## src/rtl/decoder_pkg.sv

```systemverilog
// decoder_pkg
// Shared definitions for the U-Net decoder path: scheduler state encoding,
// default index/dimension widths, and the per-stage geometry helper that the
// scheduler and the decoder datapath both use.
package decoder_pkg;

    localparam int STAGE_W_DEF = 3;
    localparam int DIM_W_DEF   = 16;

    // Scheduler FSM encoding (3 bits).
    localparam logic [2:0] ST_IDLE   = 3'd0;
    localparam logic [2:0] ST_CFG    = 3'd1;
    localparam logic [2:0] ST_LAUNCH = 3'd2;
    localparam logic [2:0] ST_RUN    = 3'd3;
    localparam logic [2:0] ST_NEXT   = 3'd4;
    localparam logic [2:0] ST_DONE   = 3'd5;
    localparam logic [2:0] ST_ERROR  = 3'd6;

    // Stage geometry: spatial size doubles per stage (up=1), channel count
    // halves per stage (up=0). Callers truncate to their dimension width.
    function automatic logic [31:0] stage_dim(input logic [31:0] base,
                                              input logic [31:0] shift,
                                              input logic        up);
        if (up)
            return base << shift;
        else
            return base >> shift;
    endfunction

endpackage

```

## src/rtl/decoder_stage_scheduler_watchdog.sv

```systemverilog
// sched_watchdog
// Cycle counter used by the decoder stage scheduler to detect a stage that
// never answers. Counts while enabled, returns to zero while cleared, and
// flags the cycle on which LIMIT cycles have been spent waiting.
//   clk    : clock
//   rst    : synchronous active-high reset
//   clear  : hold the count at zero
//   enable : count this cycle
//   expire : enabled and this is the LIMIT-th waiting cycle
module sched_watchdog #(
    parameter int LIMIT = 65535,
    parameter int CNT_W = 16
) (
    input  logic clk,
    input  logic rst,
    input  logic clear,
    input  logic enable,
    output logic expire
);

    logic [CNT_W-1:0] count;

    always_ff @(posedge clk) begin
        if (rst || clear)
            count <= '0;
        else if (enable)
            count <= count + CNT_W'(1);
    end

    // The owner leaves the waiting state on expiry, so the count never
    // runs past LIMIT-1 and cannot wrap.
    assign expire = enable && (count == CNT_W'(LIMIT - 1));

endmodule

```

## src/rtl/decoder_stage_scheduler.sv

```systemverilog
// decoder_stage_scheduler
// Sequences the U-Net decoder stages from the bottleneck upward. Each stage
// gets a parameter-load handshake, a one-cycle start pulse, and a wait for
// its done. A watchdog bounds both waits; abort returns to idle at once.
//   clk, rst           : clock, synchronous active-high reset
//   start              : run request (accepted in IDLE/DONE/ERROR only)
//   abort              : return to IDLE, highest priority
//   cfg_req/cfg_stage  : parameter load request for the current stage
//   cfg_ack            : parameter load complete
//   dec_start          : one-cycle start pulse for dec_stage
//   dec_done           : active stage finished
//   stage_*_dim/_ch    : geometry and channel counts of the current stage
//   busy/all_done/error: run status; error_stage holds the stage that hung
module decoder_stage_scheduler
    import decoder_pkg::*;
#(
    parameter int NUM_STAGES     = 4,
    parameter int STAGE_W        = STAGE_W_DEF,
    parameter int BASE_HEIGHT    = 16,
    parameter int BASE_CHANNELS  = 1024,
    parameter int DIM_W          = DIM_W_DEF,
    parameter int TIMEOUT_CYCLES = 65535,
    parameter int TO_W           = 16
) (
    input  logic               clk,
    input  logic               rst,
    input  logic               start,
    input  logic               abort,
    output logic               cfg_req,
    output logic [STAGE_W-1:0] cfg_stage,
    input  logic               cfg_ack,
    output logic               dec_start,
    output logic [STAGE_W-1:0] dec_stage,
    input  logic               dec_done,
    output logic [DIM_W-1:0]   stage_in_dim,
    output logic [DIM_W-1:0]   stage_out_dim,
    output logic [DIM_W-1:0]   stage_in_ch,
    output logic [DIM_W-1:0]   stage_out_ch,
    output logic               busy,
    output logic               all_done,
    output logic               error,
    output logic [STAGE_W-1:0] error_stage
);

    // Parameter legality is an elaboration-time matter only.
    generate
        if (NUM_STAGES < 1 || NUM_STAGES > 8 || NUM_STAGES > (1 << STAGE_W)) begin : g_bad_stages
            $error("decoder_stage_scheduler: NUM_STAGES out of range");
        end
        if (TIMEOUT_CYCLES < 2 || (TO_W < 31 && TIMEOUT_CYCLES >= (1 << TO_W))) begin : g_bad_timeout
            $error("decoder_stage_scheduler: TIMEOUT_CYCLES does not fit TO_W");
        end
        if (DIM_W > 32) begin : g_bad_dim
            $error("decoder_stage_scheduler: DIM_W must be <= 32");
        end
    endgenerate

    localparam logic [STAGE_W-1:0] LAST_STAGE = STAGE_W'(NUM_STAGES - 1);

    logic [2:0]         state;
    logic [STAGE_W-1:0] stage;
    logic               waiting;
    logic               wd_expire;

    // Counter is held at zero outside CFG/RUN, so it starts from zero on
    // every entry to a waiting state.
    assign waiting = (state == ST_CFG) || (state == ST_RUN);

    sched_watchdog #(
        .LIMIT (TIMEOUT_CYCLES),
        .CNT_W (TO_W)
    ) u_watchdog (
        .clk    (clk),
        .rst    (rst),
        .clear  (!waiting),
        .enable (waiting),
        .expire (wd_expire)
    );

    always_ff @(posedge clk) begin
        if (rst) begin
            state       <= ST_IDLE;
            stage       <= '0;
            error_stage <= '0;
        end else if (abort) begin
            state <= ST_IDLE;
            stage <= '0;
        end else begin
            case (state)
                ST_IDLE, ST_DONE, ST_ERROR: begin
                    if (start) begin
                        state       <= ST_CFG;
                        stage       <= '0;
                        error_stage <= '0;
                    end
                end
                ST_CFG: begin
                    // The awaited event wins over expiry in the same cycle.
                    if (cfg_ack) begin
                        state <= ST_LAUNCH;
                    end else if (wd_expire) begin
                        state       <= ST_ERROR;
                        error_stage <= stage;
                    end
                end
                ST_LAUNCH: state <= ST_RUN;
                ST_RUN: begin
                    if (dec_done) begin
                        state <= (stage == LAST_STAGE) ? ST_DONE : ST_NEXT;
                    end else if (wd_expire) begin
                        state       <= ST_ERROR;
                        error_stage <= stage;
                    end
                end
                ST_NEXT: begin
                    // Only reached below LAST_STAGE, so no wrap is possible.
                    stage <= stage + STAGE_W'(1);
                    state <= ST_CFG;
                end
                default: begin
                    state <= ST_IDLE;
                    stage <= '0;
                end
            endcase
        end
    end

    assign cfg_req   = (state == ST_CFG);
    assign dec_start = (state == ST_LAUNCH);
    assign busy      = (state == ST_CFG) || (state == ST_LAUNCH) ||
                       (state == ST_RUN) || (state == ST_NEXT);
    assign all_done  = (state == ST_DONE);
    assign error     = (state == ST_ERROR);
    assign cfg_stage = stage;
    assign dec_stage = stage;

    // Output of stage s is the input of stage s+1; out_ch is also the skip
    // connection channel count.
    assign stage_in_dim  = DIM_W'(stage_dim(32'(BASE_HEIGHT), 32'(stage), 1'b1));
    assign stage_out_dim = DIM_W'(stage_dim(32'(BASE_HEIGHT), 32'(stage) + 32'd1, 1'b1));
    assign stage_in_ch   = DIM_W'(stage_dim(32'(BASE_CHANNELS), 32'(stage), 1'b0));
    assign stage_out_ch  = DIM_W'(stage_dim(32'(BASE_CHANNELS), 32'(stage) + 32'd1, 1'b0));

endmodule

```

## config.mk

```make
export PLATFORM = sky130hd
export DESIGN_NAME = decoder_stage_scheduler
export DESIGN_NICKNAME = d
export VERILOG_FILES = /design/src/rtl/decoder_pkg.sv /design/src/rtl/decoder_stage_scheduler_watchdog.sv /design/src/rtl/decoder_stage_scheduler.sv
export SDC_FILE = /design/constraint.sdc
export NUM_CORES = 1
export LEC_CHECK = 0
export CAP_MARGIN = 40
export CORE_ASPECT_RATIO = 1.1
export CORE_MARGIN = 2
export CORE_UTILIZATION = 30
export DETAILED_ROUTE_END_ITERATION = 7
export SYNTH_ARGS = -nofsm -noshare
export SYNTH_HDL_FRONTEND = slang
export SYNTH_SLANG_ARGS = --single-unit
```

## constraint.sdc

```tcl
create_clock -name clk -period 4.89 [get_ports clk]
set_clock_uncertainty 0.15 [all_clocks]
set_input_delay 0.978 -clock clk [delete_from_list [all_inputs] [get_ports clk]]
set_output_delay 0.978 -clock clk [all_outputs]
set_load 0.05 [all_outputs]
```

==> After elaboration in Yosys (flattened, before gate mapping) <==
Index checks and enable logic that the tools add are counted.
{ "word_totals": {"word_cells": 50, "out_inout_bits": 78, "reg_bits": 25, "input_bits": 6} }
{ "classes": {"eq_ne": 11, "shifts": 4, "n_reduce_logical": 14, "add_sub_neg": 3, "bitwise_logic": 2, "muxes": 12} }
{ "ops": {"columns": ["cell", "n"], "rows": [
  ["$shl 5x32->16 const A", 1],
  ["$mux 3", 8],
  ["$pmux 3 s3", 2],
  ["$add 16x1->16 const B", 1],
  ["$eq 16x16->1 const B", 1],
  ["$shl 5x3->16 const A", 1],
  ["$shr 11x3->16 const A", 1],
  ["$shr 11x4->16 const A", 1],
  ["$pmux 3 s5", 1],
  ["$eq 3x2->1 const B", 3],
  ["$eq 3x3->1 const B", 3],
  ["$ne 2x2->1 const B", 3],
  ["$reduce_or 3->1", 2],
  ["$logic_or 1x1->1", 5],
  ["$reduce_and 5->1", 1],
  ["$add 3x1->4 const B", 1],
  ["$add 3x1->3 const B", 1],
  ["$eq 3x1->1 const B", 1],
  ["$logic_not 3->1", 1],
  ["$reduce_bool 3->1", 1],
  ["$not 1->1", 2],
  ["$reduce_and 2->1", 1],
  ["$reduce_or 2->1", 1],
  ["$logic_and 1x1->1", 1],
  ["other kinds (2)", 2]
]} }

==> Longest topological paths before layout <==
{ "logic_depth": {"word_depth": 6, "mapped_depth": 6, "depth_no_buf": 6} }

==> Modules after synthesis <==
From an unflattened synthesis, not the netlist that was laid out.
{ "hier_totals": {"hier_cells": 248, "hier_area_um2": 2010.7} }
{ "by_module_without_submodules": {"columns": ["module", "area_each_um2", "seq_area_each_um2", "n_inst", "cells_per_inst"], "rows": [
  ["decoder_stage_scheduler", 1194.9, 180.2, 1, 155],
  ["sched_watchdog", 815.8, 320.3, 1, 93]
]} }

==> Least setup slack after synthesis <==
Ideal clock, no wire load.
{ "synth_path": {"path_type": "flip-flop to output port", "startpoint": "register stage[0] (netlist: cfg_stage[0])", "endpoint": "output stage_in_dim[5]", "required_ns": 3.762, "n_path_buf": 1, "path_slack_ns": 1.606, "path_stages_with_launch": 4, "arrival_time_ns": 2.156, "path_cell_list": "dfxtp_1 -> ha_1 -> nor2b_1 -> buf_4"} }
{ "synth_via": {"elab_chain_len": 1} }
{ "synth_rtl": {"columns": ["item", "line_no", "rtl"], "rows": [
  ["start: declaration", "decoder_stage_scheduler.sv:61", "logic [STAGE_W-1:0] stage;"],
  ["start signal: assignment", "decoder_stage_scheduler.sv:117", "stage <= stage + STAGE_W'(1);"],
  ["$shl 5x3->16", "decoder_pkg.sv:25", "return base << shift;"],
  ["end: declaration", "decoder_stage_scheduler.sv:35", "output logic [DIM_W-1:0] stage_in_dim,"]
]} }
Every way passes these cells.

==> Worst setup path after layout <==
{ "layout_path": {"startpoint": "register stage[2] (netlist: cfg_stage[2])", "endpoint": "output stage_out_dim[11]"} }
{ "layout_via": {"elab_chain_len": 2} }
{ "layout_rtl": {"columns": ["item", "line_no", "rtl"], "rows": [
  ["$add 3x1->4", "decoder_stage_scheduler.sv:140", "assign stage_out_dim = DIM_W'(stage_dim(32'(BASE_HEIGHT), 32'(stage) + 32'd1, 1'b1));"],
  ["$shl 5x32->16", "decoder_pkg.sv:25", null],
  ["end: declaration", "decoder_stage_scheduler.sv:36", "output logic [DIM_W-1:0] stage_out_dim,"]
]} }
Every way passes these cells.

==> results.cfg <==
[synth]
synth-seq-area-share = 0.2730
synth_top_family_by_area = simple AND/OR/NAND/NOR gates
synth-seq-cells = 25
synth-edff-count = 0
synth-simple-area-share = 0.2676
synth_compound_area_frac = 0.07782
synth-adder-area-share = 0.06826
yosysWarnings = 0
syn_area_mm2 = 0.001833
synthFlopType = dfxtp_1
synth_xor_area_frac = 0.07167
postSynthAreaPerCell_um2 = 7.970
async_reset_ff_frac = 0
netlist_instances = 230
yosysUniqueCellTypes = 37
synthMuxAreaShare = 0.01638

[route]
viasPerCell = 4.392
wl_um = 3599
wl_per_cell_um = 10.62
drc_errors = 0
drt-initial-drc-count = 28
drt_pass1_iterations = 4
drtAntennaViolNets = 0
routed-via-count = 1489

[worst_setup_path]
reg2reg_slack_ps = 3020
critPathLaunch = cfg_stage[2]$_SDFFE_PP0P_
max_stage_delay_ps = 790
cp_max_fo = 14
crit_path_cell_trace = inv_1 -> ha_1 -> nor2_1 -> and2_1 -> clkdlybuf4s50_1
start_kind = register
crit_arrival_ps = 2470
endpoint_kind = output port
cp_slowest_cell = clkdlybuf4s50_1
cp.buffers_inverters = 2
rr_startpoint = state[1]$_SDFFE_PP0P_
cp.required_ps = 3760
path_delay_family = buffers and inverters
critPathKind = register to output port

[clocking]
cts_setup_buffers = 0
clock_path_buffers = 2
cts_hold_buffers = 0
clk_pin_slew_ps = 100
clock_sinks = 25
cts_tree = built
cts_buffers = 3
cts_resized = 0
cts_htree_levels = 1
cts_root_buf = clkbuf_8
clk-insertion-delay-late_ps = 270

[die]
rows = 29
die_y_um = 85.98
die_x_um = 78.53
start_util = 0.3138
dieArea_mm2 = 0.006752
design.core.area_mm2 = 0.005842
io_pins = 84

[layout]
final_util = 0.3847
final_cell_mix = clkdlybuf4s50_1 (55), nor2_1 (32), conb_1 (28)
final_common_cell = clkdlybuf4s50_1
synthToLayoutAreaGrowth_pct = 22.59
antenna_cells = 0
layout.nets = 279
drive_above_1_share = 0.04198
fin_area_mm2 = 0.002247
fillers = 608
final_cells = 339

[power]
pwr-share-clk = 0.310
p_sw_mw = 0.1380
pwr-share-comb = 0.189
netSwitchingFraction = 0.3341
powerDensity_mw_per_mm2 = 183.9
p_leak_nw = 0.8615
vdd_drop_max_v = 0.0001340
finalPower_mw = 0.4132
p_seq_frac = 0.501
intPower_mw = 0.2751

[global_route]
grtUsageTotal = 0.1054
grt_max_degree = 17
grt_pass1_wl_um = 6023
antenna_found_initial = 0
grt_pass1_vias = 1308
gr-total-overflow = 0

[sta]
max_freq_mhz = 277.7
finalCriticalPeriod_ps = 3601
finalSetupViolCount = 0
rsz0062_at_grt = no
slew_headroom = 0.6445
hold_viol = 0
drv_slew = 0
fin_crit_sh = 0.7363
fin_tns_setup_ps = 0
worst_pin_slew_ps = 531.7
fin_hold_ws_ps = 332.4
setup_slack_ps = 1289

[placement]
gp_congestion = 0.7630
port_buffers = 55
place_area_mm2 = 0.002198
dp_slack_ps = 1573
placedCellCount = 335
dp_hpwl_um = 2876

[status]
status = completed

[flow_run]
drv_cap = 0

[worst_hold_path]
min_path_type = register to register
hp-start = error_stage[2]$_SDFFE_PP0P_
[worst reg2reg max path, stage by stage (launching register included)]
cell     delay, ps
dfxtp_1        520
and2b_1        270
and2_1         200
o21a_1         210
o21ai_2        250
mux2i_1        210
[cell families after synthesis]
kind of cell	after synthesis
other	1
and+or+nand+nor	93
DFF	25
AOI/OAI and AO/OA	22
muxes	3
xor gates and xnor gates	15
buffers and inverters	61
adders and majority gates	10
[power groups by stage]
| stage | Sequential, mW | Combinational, mW | Clock [mW] |
|---|---|---|---|
| 2_1_floorplan | 0.210 | 0.0860 | 0 |
| 3_3_place_gp | 0.212 | 0.0779 | 0 |
| 3_5_place_dp | 0.212 | 0.0779 | 0 |
| 4_1_cts | 0.207 | 0.0781 | 0.132 |
| 5_1_grt | 0.207 | 0.0825 | 0.139 |
| 6_report | 0.207 | 0.0782 | 0.128 |
[cells in the mapped netlist (2+ instances only)]
library cell / instances / area, um2
a21oi_1: 7 / 35.03
and3_1: 7 / 43.79
nand3_1: 5 / 25.02
ha_1: 10 / 125.1
nand2b_1: 5 / 31.28
and2_1: 10 / 62.56
xor2_1: 10 / 87.58
nor2b_1: 4 / 25.02
nor3_1: 5 / 25.02
buf_2: 3 / 15.01
nand4_1: 4 / 25.02
inv_1: 7 / 26.28
nand2_1: 11 / 41.29
o21ai_0: 5 / 25.02
mux2i_1: 3 / 30.03
nor2_1: 32 / 120.1
or2_2: 2 / 12.51
clkbuf_1: 4 / 15.01
xnor2_1: 5 / 43.79
dfxtp_1: 25 / 500.5
and4_1: 3 / 26.28
a311oi_1: 2 / 17.52
buf_4: 47 / 352.8
[final cells by class]
cell class / instances / area, um2 / area share
Sequential cell: 25 / 500.5 / 0.2227
Clock inverter: 1 / 7.507 / 0.003341
Timing Repair Buffer: 55 / 550.5 / 0.2450
Tap cell: 77 / 96.34 / 0.04287
Inverter: 7 / 26.28 / 0.01169
Multi-Input combinational cell: 171 / 1025 / 0.4560
Clock buffer: 3 / 41.29 / 0.01837
[path summary, 6_finish.rpt]
kind / depth (start not counted) / end
max: 5 / stage_out_dim[11]
min: 2 / error_stage[2]$_SDFFE_PP0P_
max reg2reg: 5 / error_stage[0]$_SDFFE_PP0P_
min reg2reg: 2 / error_stage[2]$_SDFFE_PP0P_
[layer usage]
metal | routed length [um] | vias up | track usage
met5 | 0 | - | 0
met2 | 1721 | 56 | 0.1826
li1 | - | 755 | -
met1 | 1591 | 678 | 0.1345
met3 | 287 | 0 | 0.02632
met4 | 0 | 0 | 0.01595
[state kept, by name, indices dropped and copies added, names as in the netlist]
register and flops:
u_watchdog.count 16, state 3, cfg_stage 3, error_stage 3
(Power assumes the default switching activity.)
